## src/rtl/ball_pkg.sv

```systemverilog
// ball_pkg: shared state encoding and default screen bounds for the ball mover
package ball_pkg;
    typedef enum logic [1:0] {HOLD = 2'd0, MOVE = 2'd1, LOST = 2'd2} state_t;
    localparam int SCREEN_X_MAX = 312;
    localparam int SCREEN_Y_MAX = 232;
endpackage

```

## src/rtl/ball_axis.sv

```systemverilog
// ball_axis: one axis position/direction register with step, flip, clamp and bounce
module ball_axis
    import ball_pkg::*;
#(
    parameter int   W       = 10,
    parameter int   STEP_W  = 3,
    parameter int   MAX     = SCREEN_X_MAX,
    parameter int   INIT    = 156,
    parameter logic INIT_DU = 1'b1,
    parameter logic HI_STOP = 1'b0
) (
    input  logic              clk,
    input  logic              resetn,
    input  logic              load,
    input  logic [W-1:0]      load_p,
    input  logic              load_du,
    input  logic              move,
    input  logic [STEP_W-1:0] step,
    input  logic              flip,
    output logic [W-1:0]      p,
    output logic              du,
    output logic              bounce_lo,
    output logic              bounce_hi
);
    localparam logic [W:0]   MAX_E  = (W+1)'(MAX);
    localparam logic [W-1:0] MAX_P  = W'(MAX);
    localparam logic [W-1:0] INIT_P = W'(INIT);

    logic [W-1:0] p_q, p_d;
    logic         du_q, du_d;
    logic         eff;
    logic [W:0]   step_e, sum;

    always_comb begin
        eff       = du_q ^ flip;
        step_e    = (W+1)'(step);
        sum       = {1'b0, p_q} + step_e;
        bounce_hi = move & eff & (sum >= MAX_E);
        bounce_lo = move & ~eff & ({1'b0, p_q} <= step_e);
        p_d       = load ? load_p : !move ? p_q : bounce_hi ? MAX_P : bounce_lo ? '0 :
                    eff ? sum[W-1:0] : p_q - step_e[W-1:0];
        // HI_STOP keeps the direction on a high clamp (bottom wall ends play instead of bouncing)
        du_d      = load ? load_du : bounce_hi ? HI_STOP : bounce_lo ? 1'b1 : eff;
    end

    always_ff @(posedge clk) begin
        if (!resetn) begin
            p_q  <= INIT_P;
            du_q <= INIT_DU;
        end else begin
            p_q  <= p_d;
            du_q <= du_d;
        end
    end

    assign p  = p_q;
    assign du = du_q;
endmodule

```

## src/rtl/ball_motion.sv

```systemverilog
// ball_motion: two-axis ball mover with wall bounces, bottom loss and load/launch control
module ball_motion
    import ball_pkg::*;
#(
    parameter int W      = 10,
    parameter int STEP_W = 3,
    parameter int X_MAX  = SCREEN_X_MAX,
    parameter int Y_MAX  = SCREEN_Y_MAX,
    parameter int X_INIT = 156,
    parameter int Y_INIT = 200
) (
    input  logic              clk,
    input  logic              resetn,
    input  logic              enable,
    input  logic              load,
    input  logic [W-1:0]      load_x,
    input  logic [W-1:0]      load_y,
    input  logic              load_xdu,
    input  logic              load_ydu,
    input  logic              launch,
    input  logic [STEP_W-1:0] step_x,
    input  logic [STEP_W-1:0] step_y,
    input  logic              flip_x,
    input  logic              flip_y,
    output logic [W-1:0]      x,
    output logic [W-1:0]      y,
    output logic              x_du,
    output logic              y_du,
    output logic              hit_wall,
    output logic              lost,
    output logic              moving
);
    state_t state_q, state_d;
    logic   hit_wall_q, hit_wall_d;
    logic   move;
    logic   x_lo, x_hi, y_lo, y_hi;

    assign move = enable & ~load & (state_q == MOVE);

    ball_axis #(
        .W(W), .STEP_W(STEP_W), .MAX(X_MAX), .INIT(X_INIT), .INIT_DU(1'b1), .HI_STOP(1'b0)
    ) u_x (
        .clk(clk), .resetn(resetn), .load(load), .load_p(load_x), .load_du(load_xdu),
        .move(move), .step(step_x), .flip(flip_x), .p(x), .du(x_du),
        .bounce_lo(x_lo), .bounce_hi(x_hi)
    );

    ball_axis #(
        .W(W), .STEP_W(STEP_W), .MAX(Y_MAX), .INIT(Y_INIT), .INIT_DU(1'b0), .HI_STOP(1'b1)
    ) u_y (
        .clk(clk), .resetn(resetn), .load(load), .load_p(load_y), .load_du(load_ydu),
        .move(move), .step(step_y), .flip(flip_y), .p(y), .du(y_du),
        .bounce_lo(y_lo), .bounce_hi(y_hi)
    );

    always_comb begin
        state_d    = load ? HOLD : (state_q == HOLD && launch) ? MOVE :
                     (move && y_hi) ? LOST : state_q;
        hit_wall_d = move & (x_lo | x_hi | y_lo) & ~y_hi;
    end

    always_ff @(posedge clk) begin
        if (!resetn) begin
            state_q    <= HOLD;
            hit_wall_q <= 1'b0;
        end else begin
            state_q    <= state_d;
            hit_wall_q <= hit_wall_d;
        end
    end

    assign hit_wall = hit_wall_q;
    assign moving   = (state_q == MOVE);
    assign lost     = (state_q == LOST);
endmodule
```

## config.mk

```make
export PLATFORM = sky130hd
export DESIGN_NAME = ball_motion
export DESIGN_NICKNAME = d
export VERILOG_FILES = /design/src/rtl/ball_pkg.sv /design/src/rtl/ball_axis.sv /design/src/rtl/ball_motion.sv
export SDC_FILE = /design/constraint.sdc
export NUM_CORES = 1
export LEC_CHECK = 0
export CORE_ASPECT_RATIO = 0.75
export CORE_MARGIN = 1
export CORE_UTILIZATION = 50
export CTS_BUF_LIST = sky130_fd_sc_hd__clkbuf_4 sky130_fd_sc_hd__clkbuf_8
export CTS_CLUSTER_DIAMETER = 100
export DETAILED_ROUTE_END_ITERATION = 6
export PLACE_DENSITY = 0.8
export SLEW_MARGIN = 10
export SYNTH_ARGS = -nofsm -noshare
export SYNTH_HDL_FRONTEND = slang
export SYNTH_HIERARCHICAL = 1
export SYNTH_SLANG_ARGS = --single-unit
```

## constraint.sdc

```tcl
create_clock -name clk -period 3.3 [get_ports clk]
set_input_delay 0.495 -clock clk [delete_from_list [all_inputs] [get_ports clk]]
set_output_delay 0.495 -clock clk [all_outputs]
set_load 0.02 [all_outputs]
```

==> flow_summary.rst <==
.. list-table::
   :header-rows: 1

   * - Metric
     - Value
   * - Status
     - finished clean
   * - Share of power burned in registers
     - 38.5%
   * - Initial antenna violation count
     - 0
   * - Detail Route Antenna Nets
     - 0
   * - TritonCTS clock tree
     - built
   * - Hold-fix buffers, CTS
     - 0
   * - Number of H-tree branching levels
     - 1
   * - Combinational fraction of design power
     - slightly above 40%
   * - IO Port Bufs
     - 59
   * - CTS clock-pin slew for the worst setup and hold paths
     - approximately 0.090 ns
   * - Maximum fanout count along the critical path
     - 4
   * - CTS Buf Count
     - 3
   * - Most used standard cell by instance count after synthesis
     - sky130_fd_sc_hd__nand2_1
   * - Non-Filler Cell Area, Final
     - approximately 3400 um2
   * - Setup Crit Path Kind
     - in2reg
   * - Footprint of the multi-input gates
     - 1980 um2
   * - Clk pwr share
     - about a fifth
   * - Setup clock skew after layout
     - between 0.003 and 0.004 ns
   * - Cell type with the largest total area after synthesis
     - sky130_fd_sc_hd__dfxtp_1
   * - CP Data Arrival Time
     - 3.31 ns
   * - Post-CTS resize count
     - 0
   * - First-iteration detailed-routing DRC count
     - between 400 and 500
   * - Switching share of power
     - about 38%
   * - Cells taking the most area after synthesis
     - sky130_fd_sc_hd__dfxtp_1 (18%), sky130_fd_sc_hd__ha_1 (5.5%), sky130_fd_sc_hd__a21oi_1 (4.7%)
   * - Relative slew slack
     - 38.0%
   * - Slew at the pin with the worst max-slew slack
     - a little over 0.9 ns
   * - Placed Instance Area
     - roughly 3400 um2
   * - Top cell type's share of synthesized area
     - a little under a fifth
   * - Number of cells produced by synthesis
     - 343
   * - Layout-stage area growth over the synthesis result
     - 24.2%
   * - Period Utilization, post-route
     - 95.0%
   * - IR Drop Worst-Case VDD
     - about 0.17 mV
   * - Worst min-delay path category
     - reg2reg
   * - Total nets after synthesis
     - 394
   * - Drt via density
     - slightly above 6
   * - Count of filler cells inserted in the layout
     - around 440
   * - Weighted congestion at the end of routability-driven global placement
     - about 1
   * - Flip-flop and latch area
     - 500 um2
   * - Pre-antenna DRT Iters
     - 5
   * - Grt ovf
     - 0
   * - Distinct cells, synth
     - between 80 and 90
   * - Total power per unit cell area
     - 276 nW/um2
   * - Fraction of synthesis flops using an asynchronous set or reset pin
     - 0%
   * - Clock Tree Root
     - sky130_fd_sc_hd__clkbuf_8
   * - Clock net sink count
     - 25
   * - Number of register bits inferred by synthesis
     - 25
   * - Number of maximum-capacitance constraint violations
     - 0
   * - Most instantiated cells after synthesis
     - sky130_fd_sc_hd__nand2_1 (33), sky130_fd_sc_hd__a21oi_1 (26), sky130_fd_sc_hd__dfxtp_1 (25), sky130_fd_sc_hd__nor2_1 (25), sky130_fd_sc_hd__inv_1 (21)
   * - Number of cell rows
     - 22
   * - Remaining design rule violation count
     - 0
   * - Routed wire per std cell
     - 17.0 um
   * - Synthesized area per cell
     - 8.00 um2
   * - Latest clock arrival within the worst-skew pair
     - around 0.28 ns
   * - Fmax achieved
     - between 300 and 400 MHz
   * - Final hold violation count
     - 0
   * - Count of pins over their slew limit
     - 0
   * - Netlist area before placement
     - roughly 2700 um2
   * - Leakage power of the design
     - between 0.001 and 0.0015 uW
   * - Count of synthesis-stage warnings from yosys
     - 6
   * - Total die area
     - slightly below 6000 um2
   * - Post-layout min period
     - ~3.1 ns
   * - Number of setup violations in the final report
     - 0
   * - Worst Path Required
     - 3.48 ns
   * - Overall routing resource usage
     - 29.6%
   * - I/O pins
     - 60
   * - Initial Util
     - a little over half
   * - Half-perimeter wire length after detailed placement
     - about 6.0 mm
   * - Unrepaired setup endpoints after global routing
     - false
   * - Type of destination of the critical path
     - register
   * - Number of buffers inserted to repair setup after CTS
     - 0
   * - Sequential area share after synthesis
     - between 10% and 20%
   * - Number of flops mapped to enable cells by yosys
     - 0
   * - Overall via count from detail_route
     - roughly 2,900
   * - Diodes inserted
     - 0
   * - Net load switching power
     - around 350 uW
   * - Share of final-layout standard cells stronger than drive strength 1
     - about 12%
   * - Die height
     - 66.2 um
   * - Predominant post-synthesis flop cell
     - sky130_fd_sc_hd__dfxtp_1
   * - Via count of the first global-routing pass
     - about 2,600
   * - Longest Clk Path Bufs
     - 2
   * - First-pass GRT wire length
     - roughly 13 mm
   * - Kind of launch point of the worst setup path
     - primary input
   * - Horizontal die dimension
     - between 80 and 90 um
   * - Tot Pwr
     - ~940 uW
   * - Final Routed Wirelength
     - approximately 8 mm
   * - Maximum number of pins on one net before global-route repair
     - 48
   * - Internal Pwr Total
     - about 590 uW
   * - Core Area
     - 5090 um2
   * - Nets@finish
     - between 400 and 500
==> registers in the layout, summed over array words and instances (netlist names) <==
name      cells
u_x/p        10
u_y/p        10
state_q       2
hit_wall      1
u_x/du        1
u_y/du        1
==> stage by stage <==
stage | TNS [ns] | worst slack (ns) | hold WS (ns) | cells | utilization (%)
after global routing | 0 | 0.0176 | 0.571 | 473 | 66.9
after detailed placement | -0.331 | -0.142 | 0.526 | 469 | 65.9
after global placement | 0 | 0.00467 | 0.509 | 469 | 65.9
after floorplan | 0 | 0.598 | 0.479 | 343 | -
final | 0 | 0.167 | 0.537 | 473 | 66.9
after CTS | 0 | 0.147 | 0.540 | 473 | 66.8
==> final cells by class <==
| class | count | area share [%] |
|---|---|---|
| sequential | 25 | 14.7 |
| multi-input combinational | 275 | 58.1 |
| clock buffer | 3 | 1.21 |
| clock inverter | 1 | 0.147 |
| tap | 72 | 2.64 |
| timing repair buffer | 74 | 20.6 |
| inverter | 23 | 2.53 |
==> cells by family after synthesis <==
| group | count (synthesis) | share of synthesized area (%) |
|---|---|---|
| AOI/OAI and AO/OA | 103 | 27.8 |
| xor gates and xnor gates | 16 | 5.38 |
| adders and majority gates | 16 | 8.39 |
| buffers and inverters | 43 | 9.76 |
| DFF | 25 | 18.2 |
| muxes | 4 | 1.46 |
| and+or+nand+nor | 136 | 29.0 |
==> layout by cell type (no fill, tap or decap), drive strengths merged, types with 3 or more instances in the layout <==
cell type / n
dfxtp: 25
nand2b: 6
nand3b: 3
nand3: 12
clkdlybuf4s50: 59
a22oi: 4
ha: 12
o2111ai: 3
and3: 3
nand2: 34
o311ai: 3
nor2: 25
a21boi: 4
and2: 4
xor2: 5
nor3: 12
nor2b: 5
o211ai: 4
o21ai: 21
fa: 4
clkbuf: 3
xnor2: 11
a211oi: 4
o31ai: 3
a21oi: 27
nor3b: 5
and4: 3
mux2i: 4
nor4: 7
inv: 23
nand4: 3
a31oi: 4
buf: 15
a221oi: 3
nor4b: 3
==> worst max-delay path: stages <==
cell	delay [ns]
sky130_fd_sc_hd__clkdlybuf4s50_1	0.50
sky130_fd_sc_hd__buf_4	0.12
sky130_fd_sc_hd__ha_1	0.15
sky130_fd_sc_hd__inv_1	0.06
sky130_fd_sc_hd__fa_1	0.42
sky130_fd_sc_hd__nor2_1	0.15
sky130_fd_sc_hd__or4b_4	0.49
sky130_fd_sc_hd__nor2_1	0.13
sky130_fd_sc_hd__o21ai_0	0.21
sky130_fd_sc_hd__a21oi_1	0.36
sky130_fd_sc_hd__and4bb_1	0.22
==> per-layer routing <==
| layer | global-route usage (%) | up-vias | part of all wire, % |
|---|---|---|---|
| met4 | 6.76 | 0 | 1.3 |
| met2 | 42.0 | 174 | 40 |
| met3 | 7.62 | 18 | 11 |
| li1 | - | 1376 | - |
| met1 | 44.1 | 1344 | 48 |
| met5 | 0 | - | 0 |
==> path summary, 6_finish.rpt <==
check / startpoint / to / slack (ns) / cells past startpoint
max: step_y[0] / hit_wall$_SDFF_PN0_ / 0.17 / 11
max reg2reg: u_y/p[0]$_SDFFE_PN0P_ / u_y/p[3]$_SDFFE_PN1P_ / 0.53 / 12
min reg2reg: state_q[0]$_SDFFE_PP0P_ / state_q[0]$_SDFFE_PP0P_ / 0.54 / 2
min: state_q[0]$_SDFFE_PP0P_ / state_q[0]$_SDFFE_PP0P_ / 0.54 / 2
==> power groups by stage <==
stage	logic, uW	registers (uW)	clock network, uW
4_1_cts	380	361	197
5_1_grt	420	367	215
2_1_floorplan	244	369	0
3_5_place_dp	378	368	0
3_3_place_gp	371	367	0
6_report	388	362	191
Power figures use the tool's default switching activity.
